## src/rtl/mixer_duc_cmul_pipe_if.sv

```systemverilog
// Stream and status bundle for the DUC mixer complex multiplier.
// The master side feeds samples and drains results; the slave side is the multiplier.
interface mixer_duc_cmul_pipe_if #(
    parameter int DIN_W  = 16,
    parameter int COEF_W = 8,
    parameter int DOUT_W = 16,
    parameter int TAG_W  = 4
);
    logic                     in_valid;
    logic                     in_ready;
    logic signed [DIN_W-1:0]  din_i;
    logic signed [DIN_W-1:0]  din_q;
    logic signed [COEF_W-1:0] cos_in;
    logic signed [COEF_W-1:0] sin_in;
    logic                     mode_dn;
    logic [TAG_W-1:0]         tag_in;
    logic                     out_valid;
    logic                     out_ready;
    logic signed [DOUT_W-1:0] dout_i;
    logic signed [DOUT_W-1:0] dout_q;
    logic [TAG_W-1:0]         tag_out;
    logic                     sat_pulse;
    logic [15:0]              sat_cnt;
    logic                     sat_clr;

    modport master (
        output in_valid, din_i, din_q, cos_in, sin_in, mode_dn, tag_in, out_ready, sat_clr,
        input  in_ready, out_valid, dout_i, dout_q, tag_out, sat_pulse, sat_cnt
    );

    modport slave (
        input  in_valid, din_i, din_q, cos_in, sin_in, mode_dn, tag_in, out_ready, sat_clr,
        output in_ready, out_valid, dout_i, dout_q, tag_out, sat_pulse, sat_cnt
    );
endinterface

```

## src/rtl/mixer_duc_cmul_pipe.sv

```systemverilog
// Pipelined signed complex multiply of an I/Q sample by an NCO phasor, with
// round-half-up, arithmetic shift and saturation to the output width.
module mixer_duc_cmul_pipe #(
    parameter int DIN_W     = 16,
    parameter int COEF_W    = 8,
    parameter int DOUT_W    = 16,
    parameter int SHIFT     = 7,
    parameter int NUM_STAGE = 3,
    parameter int TAG_W     = 4
) (
    input logic                  ap_clk,
    input logic                  ap_rst_n,
    mixer_duc_cmul_pipe_if.slave bus
);
    localparam int PW  = DIN_W + COEF_W;
    localparam int W   = PW + 1;
    localparam int MID = NUM_STAGE - 2;

    localparam logic [W:0]        ONE  = {{W{1'b0}}, 1'b1};
    localparam logic signed [W:0] RND  = $signed(ONE << (SHIFT - 1));
    localparam logic signed [W:0] MAXV = {{(W - DOUT_W + 2){1'b0}}, {(DOUT_W - 1){1'b1}}};
    localparam logic signed [W:0] MINV = {{(W - DOUT_W + 2){1'b1}}, {(DOUT_W - 1){1'b0}}};

    // Result MSB flags a clip; low DOUT_W bits are the rounded, saturated value.
    function automatic logic [DOUT_W:0] sat_round(input logic signed [W-1:0] p);
        logic signed [W:0] r;
        logic [DOUT_W:0]   res;
        r = ((W + 1)'(p) + RND) >>> SHIFT;
        if (r > MAXV) begin
            res = {1'b1, MAXV[DOUT_W-1:0]};
        end else if (r < MINV) begin
            res = {1'b1, MINV[DOUT_W-1:0]};
        end else begin
            res = {1'b0, r[DOUT_W-1:0]};
        end
        return res;
    endfunction

    logic                     ce_s;
    logic                     v1_r, m1_r;
    logic signed [DIN_W-1:0]  i1_r, q1_r;
    logic signed [COEF_W-1:0] c1_r, s1_r;
    logic [TAG_W-1:0]         t1_r;
    logic signed [PW-1:0]     ic_s, qs_s, is_s, qc_s;
    logic signed [PW-1:0]     ic_l_s, qs_l_s, is_l_s, qc_l_s;
    logic                     v_l_s, m_l_s;
    logic [TAG_W-1:0]         t_l_s;
    logic signed [W-1:0]      p_i_s, p_q_s;
    logic [DOUT_W:0]          r_i_s, r_q_s;
    logic                     out_valid_r, sat_pulse_r;
    logic signed [DOUT_W-1:0] dout_i_r, dout_q_r;
    logic [TAG_W-1:0]         tag_out_r;
    logic [15:0]              sat_cnt_r;

    assign ce_s = bus.out_ready | ~out_valid_r;

    // Stage 1: capture sample, phasor, direction and tag.
    always_ff @(posedge ap_clk or negedge ap_rst_n) begin
        if (!ap_rst_n) begin
            v1_r <= 1'b0;
            m1_r <= 1'b0;
            i1_r <= '0;
            q1_r <= '0;
            c1_r <= '0;
            s1_r <= '0;
            t1_r <= '0;
        end else if (ce_s) begin
            v1_r <= bus.in_valid;
            m1_r <= bus.mode_dn;
            i1_r <= bus.din_i;
            q1_r <= bus.din_q;
            c1_r <= bus.cos_in;
            s1_r <= bus.sin_in;
            t1_r <= bus.tag_in;
        end
    end

    assign ic_s = PW'(i1_r) * PW'(c1_r);
    assign qs_s = PW'(q1_r) * PW'(s1_r);
    assign is_s = PW'(i1_r) * PW'(s1_r);
    assign qc_s = PW'(q1_r) * PW'(c1_r);

    generate
        if (MID > 0) begin : g_mid
            logic signed [PW-1:0] ic_r [MID];
            logic signed [PW-1:0] qs_r [MID];
            logic signed [PW-1:0] is_r [MID];
            logic signed [PW-1:0] qc_r [MID];
            logic                 v_r  [MID];
            logic                 m_r  [MID];
            logic [TAG_W-1:0]     t_r  [MID];

            // Product delay line; bubbles advance with the data.
            always_ff @(posedge ap_clk or negedge ap_rst_n) begin
                if (!ap_rst_n) begin
                    for (int k = 0; k < MID; k++) begin
                        ic_r[k] <= '0;
                        qs_r[k] <= '0;
                        is_r[k] <= '0;
                        qc_r[k] <= '0;
                        v_r[k]  <= 1'b0;
                        m_r[k]  <= 1'b0;
                        t_r[k]  <= '0;
                    end
                end else if (ce_s) begin
                    ic_r[0] <= ic_s;
                    qs_r[0] <= qs_s;
                    is_r[0] <= is_s;
                    qc_r[0] <= qc_s;
                    v_r[0]  <= v1_r;
                    m_r[0]  <= m1_r;
                    t_r[0]  <= t1_r;
                    for (int k = 1; k < MID; k++) begin
                        ic_r[k] <= ic_r[k-1];
                        qs_r[k] <= qs_r[k-1];
                        is_r[k] <= is_r[k-1];
                        qc_r[k] <= qc_r[k-1];
                        v_r[k]  <= v_r[k-1];
                        m_r[k]  <= m_r[k-1];
                        t_r[k]  <= t_r[k-1];
                    end
                end
            end

            assign ic_l_s = ic_r[MID-1];
            assign qs_l_s = qs_r[MID-1];
            assign is_l_s = is_r[MID-1];
            assign qc_l_s = qc_r[MID-1];
            assign v_l_s  = v_r[MID-1];
            assign m_l_s  = m_r[MID-1];
            assign t_l_s  = t_r[MID-1];
        end else begin : g_direct
            assign ic_l_s = ic_s;
            assign qs_l_s = qs_s;
            assign is_l_s = is_s;
            assign qc_l_s = qc_s;
            assign v_l_s  = v1_r;
            assign m_l_s  = m1_r;
            assign t_l_s  = t1_r;
        end
    endgenerate

    // Combine products with the conversion-direction sign, then round and clip.
    always_comb begin
        p_i_s = '0;
        p_q_s = '0;
        if (m_l_s) begin
            p_i_s = W'(ic_l_s) + W'(qs_l_s);
            p_q_s = W'(qc_l_s) - W'(is_l_s);
        end else begin
            p_i_s = W'(ic_l_s) - W'(qs_l_s);
            p_q_s = W'(is_l_s) + W'(qc_l_s);
        end
        r_i_s = sat_round(p_i_s);
        r_q_s = sat_round(p_q_s);
    end

    // Output stage: holds steady while downstream stalls.
    always_ff @(posedge ap_clk or negedge ap_rst_n) begin
        if (!ap_rst_n) begin
            out_valid_r <= 1'b0;
            sat_pulse_r <= 1'b0;
            dout_i_r    <= '0;
            dout_q_r    <= '0;
            tag_out_r   <= '0;
        end else if (ce_s) begin
            out_valid_r <= v_l_s;
            sat_pulse_r <= v_l_s & (r_i_s[DOUT_W] | r_q_s[DOUT_W]);
            dout_i_r    <= r_i_s[DOUT_W-1:0];
            dout_q_r    <= r_q_s[DOUT_W-1:0];
            tag_out_r   <= t_l_s;
        end
    end

    // Sticky-at-max count of clipped beats actually handed downstream.
    always_ff @(posedge ap_clk or negedge ap_rst_n) begin
        if (!ap_rst_n) begin
            sat_cnt_r <= 16'd0;
        end else if (bus.sat_clr) begin
            sat_cnt_r <= 16'd0;
        end else if (out_valid_r && bus.out_ready && sat_pulse_r && (sat_cnt_r != 16'hFFFF)) begin
            sat_cnt_r <= sat_cnt_r + 16'd1;
        end
    end

    assign bus.in_ready  = ce_s;
    assign bus.out_valid = out_valid_r;
    assign bus.sat_pulse = sat_pulse_r;
    assign bus.dout_i    = dout_i_r;
    assign bus.dout_q    = dout_q_r;
    assign bus.tag_out   = tag_out_r;
    assign bus.sat_cnt   = sat_cnt_r;
endmodule

```

## src/flat_wrapper.sv

```systemverilog
// flat-port wrapper written by rule: the top's interface ports become plain ports
module mixer_duc_cmul_pipe_flat 
#(
    parameter int DIN_W     = 16,
    parameter int COEF_W    = 8,
    parameter int DOUT_W    = 16,
    parameter int SHIFT     = 7,
    parameter int NUM_STAGE = 3,
    parameter int TAG_W     = 4
)
  (ap_clk, ap_rst_n, bus_in_valid, bus_din_i, bus_din_q, bus_cos_in, bus_sin_in, bus_mode_dn, bus_tag_in, bus_out_ready, bus_sat_clr, bus_in_ready, bus_out_valid, bus_dout_i, bus_dout_q, bus_tag_out, bus_sat_pulse, bus_sat_cnt);
  mixer_duc_cmul_pipe_if #(.DIN_W(DIN_W), .COEF_W(COEF_W), .DOUT_W(DOUT_W), .TAG_W(TAG_W)) bus_i ();
  input logic ap_clk;
  input logic ap_rst_n;
  input wire logic [$bits(bus_i.in_valid)-1:0] bus_in_valid;
  input wire logic [$bits(bus_i.din_i)-1:0] bus_din_i;
  input wire logic [$bits(bus_i.din_q)-1:0] bus_din_q;
  input wire logic [$bits(bus_i.cos_in)-1:0] bus_cos_in;
  input wire logic [$bits(bus_i.sin_in)-1:0] bus_sin_in;
  input wire logic [$bits(bus_i.mode_dn)-1:0] bus_mode_dn;
  input wire logic [$bits(bus_i.tag_in)-1:0] bus_tag_in;
  input wire logic [$bits(bus_i.out_ready)-1:0] bus_out_ready;
  input wire logic [$bits(bus_i.sat_clr)-1:0] bus_sat_clr;
  output wire logic [$bits(bus_i.in_ready)-1:0] bus_in_ready;
  output wire logic [$bits(bus_i.out_valid)-1:0] bus_out_valid;
  output wire logic [$bits(bus_i.dout_i)-1:0] bus_dout_i;
  output wire logic [$bits(bus_i.dout_q)-1:0] bus_dout_q;
  output wire logic [$bits(bus_i.tag_out)-1:0] bus_tag_out;
  output wire logic [$bits(bus_i.sat_pulse)-1:0] bus_sat_pulse;
  output wire logic [$bits(bus_i.sat_cnt)-1:0] bus_sat_cnt;
  assign bus_i.in_valid = bus_in_valid;
  assign bus_i.din_i = bus_din_i;
  assign bus_i.din_q = bus_din_q;
  assign bus_i.cos_in = bus_cos_in;
  assign bus_i.sin_in = bus_sin_in;
  assign bus_i.mode_dn = bus_mode_dn;
  assign bus_i.tag_in = bus_tag_in;
  assign bus_i.out_ready = bus_out_ready;
  assign bus_i.sat_clr = bus_sat_clr;
  assign bus_in_ready = bus_i.in_ready;
  assign bus_out_valid = bus_i.out_valid;
  assign bus_dout_i = bus_i.dout_i;
  assign bus_dout_q = bus_i.dout_q;
  assign bus_tag_out = bus_i.tag_out;
  assign bus_sat_pulse = bus_i.sat_pulse;
  assign bus_sat_cnt = bus_i.sat_cnt;
  mixer_duc_cmul_pipe #(.DIN_W(DIN_W), .COEF_W(COEF_W), .DOUT_W(DOUT_W), .SHIFT(SHIFT), .NUM_STAGE(NUM_STAGE), .TAG_W(TAG_W)) u_core (.ap_clk(ap_clk), .ap_rst_n(ap_rst_n), .bus(bus_i));
endmodule
```

## config.mk

```make
export PLATFORM = sky130hd
export DESIGN_NAME = mixer_duc_cmul_pipe_flat
export DESIGN_NICKNAME = d
export VERILOG_FILES = /design/src/rtl/mixer_duc_cmul_pipe_if.sv /design/src/rtl/mixer_duc_cmul_pipe.sv /design/src/flat_wrapper.sv
export SDC_FILE = /design/constraint.sdc
export NUM_CORES = 2
export LEC_CHECK = 0
export ABC_AREA = 1
export CAP_MARGIN = 20
export CORE_ASPECT_RATIO = 2
export CORE_MARGIN = 3
export CORE_UTILIZATION = 40
export CTS_BUF_LIST = sky130_fd_sc_hd__clkbuf_8 sky130_fd_sc_hd__clkbuf_16
export DETAILED_ROUTE_END_ITERATION = 8
export PLACE_DENSITY = 0.59
export SYNTH_ARGS = -nofsm -noshare
export SYNTH_HDL_FRONTEND = slang
export SYNTH_SLANG_ARGS = --single-unit
export TNS_END_PERCENT = 100
```

## constraint.sdc

```tcl
create_clock -name ap_clk -period 13.6 [get_ports ap_clk]
set_input_delay 1.36 -clock ap_clk [delete_from_list [all_inputs] [get_ports ap_clk]]
set_output_delay 1.36 -clock ap_clk [all_outputs]
set_load 0.05 [all_outputs]
```

=== Word level (Yosys, flattened, before mapping) ===
Cells that the tools add are included.

* Flip-flop bits (word level): 210
* Bits in latches: 0
* Bits in writable memories: 0
* ROM bits: 0
* Input bits: 58
* Output and inout bits: 55
* Word-level logic and storage cells: 52
* Memories kept: 0

* $add $sub $neg: 7
* $mul: 4
* Divide/modulo/power cells: 0
* $lt $le $gt $ge: 4
* Eq/ne operators: 1
* Shifts and indexed selects: 0
* Muxes and demuxes: 8
* Bitwise logic cells: 4
* Reductions and logical operators: 4

{| class="wikitable"
|+ Operators by type and width
! operator !! number
|-
| 16-bit by 8-bit multiplier with 24-bit output || 4
|-
| 17-bit two-way mux || 4
|-
| 25-bit by 8-bit adder with 26-bit output, second input constant || 2
|-
| 24-bit by 24-bit adder with 25-bit output || 2
|-
| 25-bit two-way mux || 2
|-
| 24-bit by 24-bit subtractor with 25-bit output || 2
|-
| 19-bit by 16-bit > comparator with 1-bit output, second input constant || 2
|-
| 19-bit by 16-bit < comparator with 1-bit output, second input constant || 2
|-
| 16-bit two-way mux || 2
|-
| 16-bit by 1-bit adder with 16-bit output, second input constant || 1
|-
| 16-bit inequality test, second input constant || 1
|-
| 1-bit logical AND || 3
|-
| 1-bit bitwise OR || 2
|-
| 2-bit nonzero test || 1
|-
| 1-bit bitwise AND || 1
|-
| 1-bit NOT || 1
|}

=== Depth between registers and ports, before layout ===
* Depth after elaboration: 8
* Depth in mapped cells: 33
* Depth with buffers taken out: 33

=== Least setup slack after synthesis ===
No wires, ideal clock.

* Path kind: reg-to-reg
* From: register u_core.c1_r[6]
* To: register u_core.g_mid.ic_r[21] in the netlist's numbering
* Library setup time: 118 ps
* Data arrival time: 4,830 ps
* Data required time: 13,482 ps
* Slack: 8,652 ps
* Stages on the path, launching flop included: 21
* Path buffers: 2
* Period minus slack after synthesis: 4,948 ps
* Path through: dfrtp_1 > clkbuf_1 > clkbuf_1 > nand2_1 > fa_1 > inv_1 > fa_1 > fa_1 > fa_1 > ha_1 > a21o_1 > a21oi_1 > o21ai_1 > a21boi_0 > o21ai_1 > a21boi_0 > o21ai_1 > a21boi_0 > nand2_1 > nand3_1 > nand2_1

* Longest elaborated chain between the ends: 1

{| class="wikitable"
|+ Ends and longest elaborated chain
! what !! line !! source
|-
| from (decl) || mixer_duc_cmul_pipe.sv:42 || <nowiki>logic signed [COEF_W-1:0] c1_r, s1_r;</nowiki>
|-
| from (signal assigned) || mixer_duc_cmul_pipe.sv:72 || <nowiki>c1_r <= bus.cos_in;</nowiki>
|-
| 16-bit by 8-bit multiplier with 24-bit output || mixer_duc_cmul_pipe.sv:78 || <nowiki>assign ic_s = PW'(i1_r) * PW'(c1_r);</nowiki>
|-
| to (signal, indexed assignment) || mixer_duc_cmul_pipe.sv:114 || <nowiki>ic_r[k] <= ic_r[k-1];</nowiki>
|-
| to (decl) || mixer_duc_cmul_pipe.sv:85 || <nowiki>logic signed [PW-1:0] ic_r [MID];</nowiki>
|}

Every way passes these cells.
A chain may end at the register's enable or synchronous reset.

=== Worst setup path after layout ===
* From: register u_core.c1_r[7]
* To: register u_core.g_mid.qc_r[20] in the netlist's numbering

* Longest elaborated chain between the ends: 1

{| class="wikitable"
|+ Ends and longest elaborated chain
! what !! line !! source
|-
| 16-bit by 8-bit multiplier with 24-bit output || mixer_duc_cmul_pipe.sv:81 || <nowiki>assign qc_s = PW'(q1_r) * PW'(c1_r);</nowiki>
|-
| to (signal, indexed assignment) || mixer_duc_cmul_pipe.sv:117 || <nowiki>qc_r[k] <= qc_r[k-1];</nowiki>
|-
| to (decl) || mixer_duc_cmul_pipe.sv:88 || <nowiki>logic signed [PW-1:0] qc_r [MID];</nowiki>
|}

Every way passes these cells.

==> impl_metrics.yaml <==
status:
  status: "complete, no violations"
cts:
  cts_resized: 0
  clkSinkCount: 210
  clk_pin_slew_worst_paths_ns: 0.08
  clk_path_buf_depth: 3
  holdBufCountCts: 0
  cts_root_buffer: "clkbuf_16"
  postCtsSetupBuffers: 0
  clock_latency_ns: 0.60
  cts_tree: "yes"
  cts_max_level: 1
  numCtsBuffers: 25
finish:
  diodes: 0
  layout_common_cells: "1350 x nand2_1, 1146 x inv_1, 412 x fa_1, 234 x ha_1, 210 x dfrtp_1"
  final.fill_count: 8361
  seq_area_um2: 5260
  drive_above_1_share: 0.0339
  final_cell_count_no_fill: 5651
  final_core_util: 0.439
  nets: 5293
  final_common_cell: "nand2_1"
  syn2layout_area_growth_pct: 8.90
  multi_input_comb_area_um2: 22300
synthesis:
  syn-cell-area_um2: 32400
  synth_mux_area_frac: 0
  yosys.area_share.simple: 0.239
  synth_top_family_by_area: "adder cells"
  netlist_instances: 4570
  yosysUniqueCellTypes: 53
  synth_fa_ha_area_frac: 0.345
  synth_fp_nets: 5274
  synth_compound_area_frac: 0.0691
  async_flop_share: 1.00
  yosysSeqAreaShare: 0.162
  ys_seq_elements: 210
  synthXorXnorAreaFrac: 0.0338
  synth_top_flop_cell: "dfrtp_1"
  syn_area_per_cell_um2: 7.10
  ys_warn_count: 0
  synth_edf_count: 0
drt:
  drc: 0
  wl_um: 97600
  ant_nets: 0
  routed_via_density: 4.94
  dr.pass1.iters: 7
  routedWlPerCell_um: 17.3
  drtIter0Drc: 1460
  vias: 27900
min_path:
  min_to: "u_core.s1_r[5]"
  hold_path_class: "flop to flop"
  holdPathStages: 2
  worstHoldStart: "u_core.s1_r[5]"
placement:
  place_inst: 5605
  dp_hpwl_um: 80600
  gp_congestion: 0.934
  portBuffers: 112
setup_path:
  r2r_cells: 26
  worstPathMaxFanout: 26
  ff2ff_setup_slack_ns: 7.81
  setup.worst_path.end_class: "flop"
  setup.worst_path.start_class: "flop"
  r2r_start: "u_core.c1_r[7]"
  regToRegEndpoint: "u_core.g_mid.qc_r[20]"
  path_class: "flop to flop"
  worstPathArrival_ns: 6.19
  required_ns: 14.00
grt:
  grt_overflow: 0
  antenna_found_initial: 0
  grt_pass1_vias: 29200
  grt_max_degree: 100
  grt_use_total: 0.231
  grt_pass1_wl_um: 155000
floorplan:
  initial_core_util: 0.404
  fp.dieH_um: 409
  core_region_area_um2: 80400
  die_area_um2: 84700
  die_x_um: 207
  ios: 113
  num_rows: 147
sta:
  report.final.slew_viol_count: 0
  period_needed_ns: 5.79
  hold_slack_ns: 0.479
  final_hold_viol_count: 0
  relSlewSlack: 0.397
  min_period_over_period: 0.426
  clock_skew_ns: 0.0435
  fin_setup_tns_ns: 0
  max_freq_mhz: 173
  setup_viol: 0
  rsz0062_at_grt: "false"
  tightest_slew_ns: 0.904
flow_run:
  drv_cap: 0
worst max-delay path, cell delays in order, from the launching register on:
cell and delay [ns]:
dfrtp_1 0.41, buf_4 0.35, inv_1 0.44, fa_1 0.61
fa_1 0.52, inv_1 0.06, fa_1 0.53, inv_1 0.05
fa_1 0.49, inv_1 0.04, ha_1 0.36, inv_1 0.08
o21bai_1 0.16, nand2_1 0.07, nand2_1 0.08, nor2_1 0.06
nor2_1 0.09, nor2_1 0.06, o21ai_0 0.27, nand2_1 0.12
nor2_1 0.14, nor2_1 0.06, nor2_1 0.15, o21ai_0 0.10
nand2_1 0.09, xor2_1 0.13, o21ai_0 0.08
layout make-up:
class / instances / area share
Clock buffer: 31 / 0.0201
Inverter: 1154 / 0.123
Timing Repair Buffer: 138 / 0.0374
Multi-Input combinational cell: 3060 / 0.630
Sequential cell: 210 / 0.149
Clock inverter: 15 / 0.00358
Tap cell: 1043 / 0.0370
synth_stat cells (3+ instances only):
cell      count  area (um^2)
a21boi_0      9         67.6
a21o_1        6         45.0
a21oi_1     139          696
a21oi_2      12          105
a31oi_1      16          100
and2_1        4         25.0
buf_1         3         11.3
buf_6         3         33.8
clkbuf_1    138          518
clkinv_1      4         15.0
dfrtp_1     210         5260
fa_1        412         8250
ha_1        234         2930
inv_1      1143         4290
inv_2         7         26.3
nand2_1    1350         5070
nand2_2      18          113
nand2_4       4         45.0
nand3_1     148          741
nand3_2      10          100
nand3b_1      7         52.6
nand4_1      50          313
nor2_1      207          777
nor2_2       12         75.1
nor3_1       36          180
nor3b_1       6         45.0
nor4_1        5         31.3
o211ai_1      5         37.5
o21ai_0     190          951
o21ai_1       3         15.0
o21bai_1      6         45.0
o22ai_1       3         18.8
o31ai_1      10         75.1
or2_2        15         93.8
xnor2_1      42          368
xor2_1       83          727
flip-flops by register name, summed over array words and instances, names as in the netlist, 4 cells and up:
signal	flops
u_core.g_mid.ic_r	24
u_core.g_mid.is_r	24
u_core.g_mid.qc_r	24
u_core.g_mid.qs_r	24
u_core.bus.dout_i	16
u_core.bus.dout_q	16
u_core.bus.sat_cnt	16
u_core.i1_r	16
u_core.q1_r	16
u_core.c1_r	8
u_core.s1_r	8
u_core.bus.tag_out	4
u_core.g_mid.t_r	4
u_core.t1_r	4
worst max path at each step:
stage,start,to,slack (ns),cells after the start
global route,u_core.c1_r[7],u_core.g_mid.qc_r[20],7.41,26
global placement,u_core.c1_r[7],u_core.g_mid.qc_r[20],7.93,26
finish,u_core.c1_r[7],u_core.g_mid.qc_r[20],7.81,26
floorplan,u_core.c1_r[6],u_core.g_mid.ic_r[21],8.65,20
CTS,u_core.c1_r[7],u_core.g_mid.qc_r[20],7.85,26
detailed placement,u_core.c1_r[7],u_core.g_mid.qc_r[20],7.92,26
cells by family after synthesis:
group / count (synthesis)
AOI/OAI and AO/OA: 408
and+or+nand+nor: 1881
buffers and inverters: 1300
adders and majority gates: 646
xor gates and xnor gates: 125
DFF: 210
layer usage:
metal | GRT usage | part of all wire | wire length (um) | up-vias
met5 | 0 | 0 | 0 | -
met1 | 0.235 | 0.35 | 34300 | 13400
met4 | 0.145 | 0.078 | 7600 | 0
li1 | - | - | - | 13600
met2 | 0.448 | 0.54 | 52700 | 650
met3 | 0.0183 | 0.030 | 2970 | 288
stage by stage:
step	worst slack [ns]	area, um^2
after detailed placement	7.92	34500
final	7.81	35300
after floorplan	8.65	32400
after global placement	7.93	34500
after CTS	7.85	35300
after global routing	7.41	35300
Power is left out: the tool's default activity adds up to more than one toggle a clock period on the data nets, which glitch-free logic cannot reach.
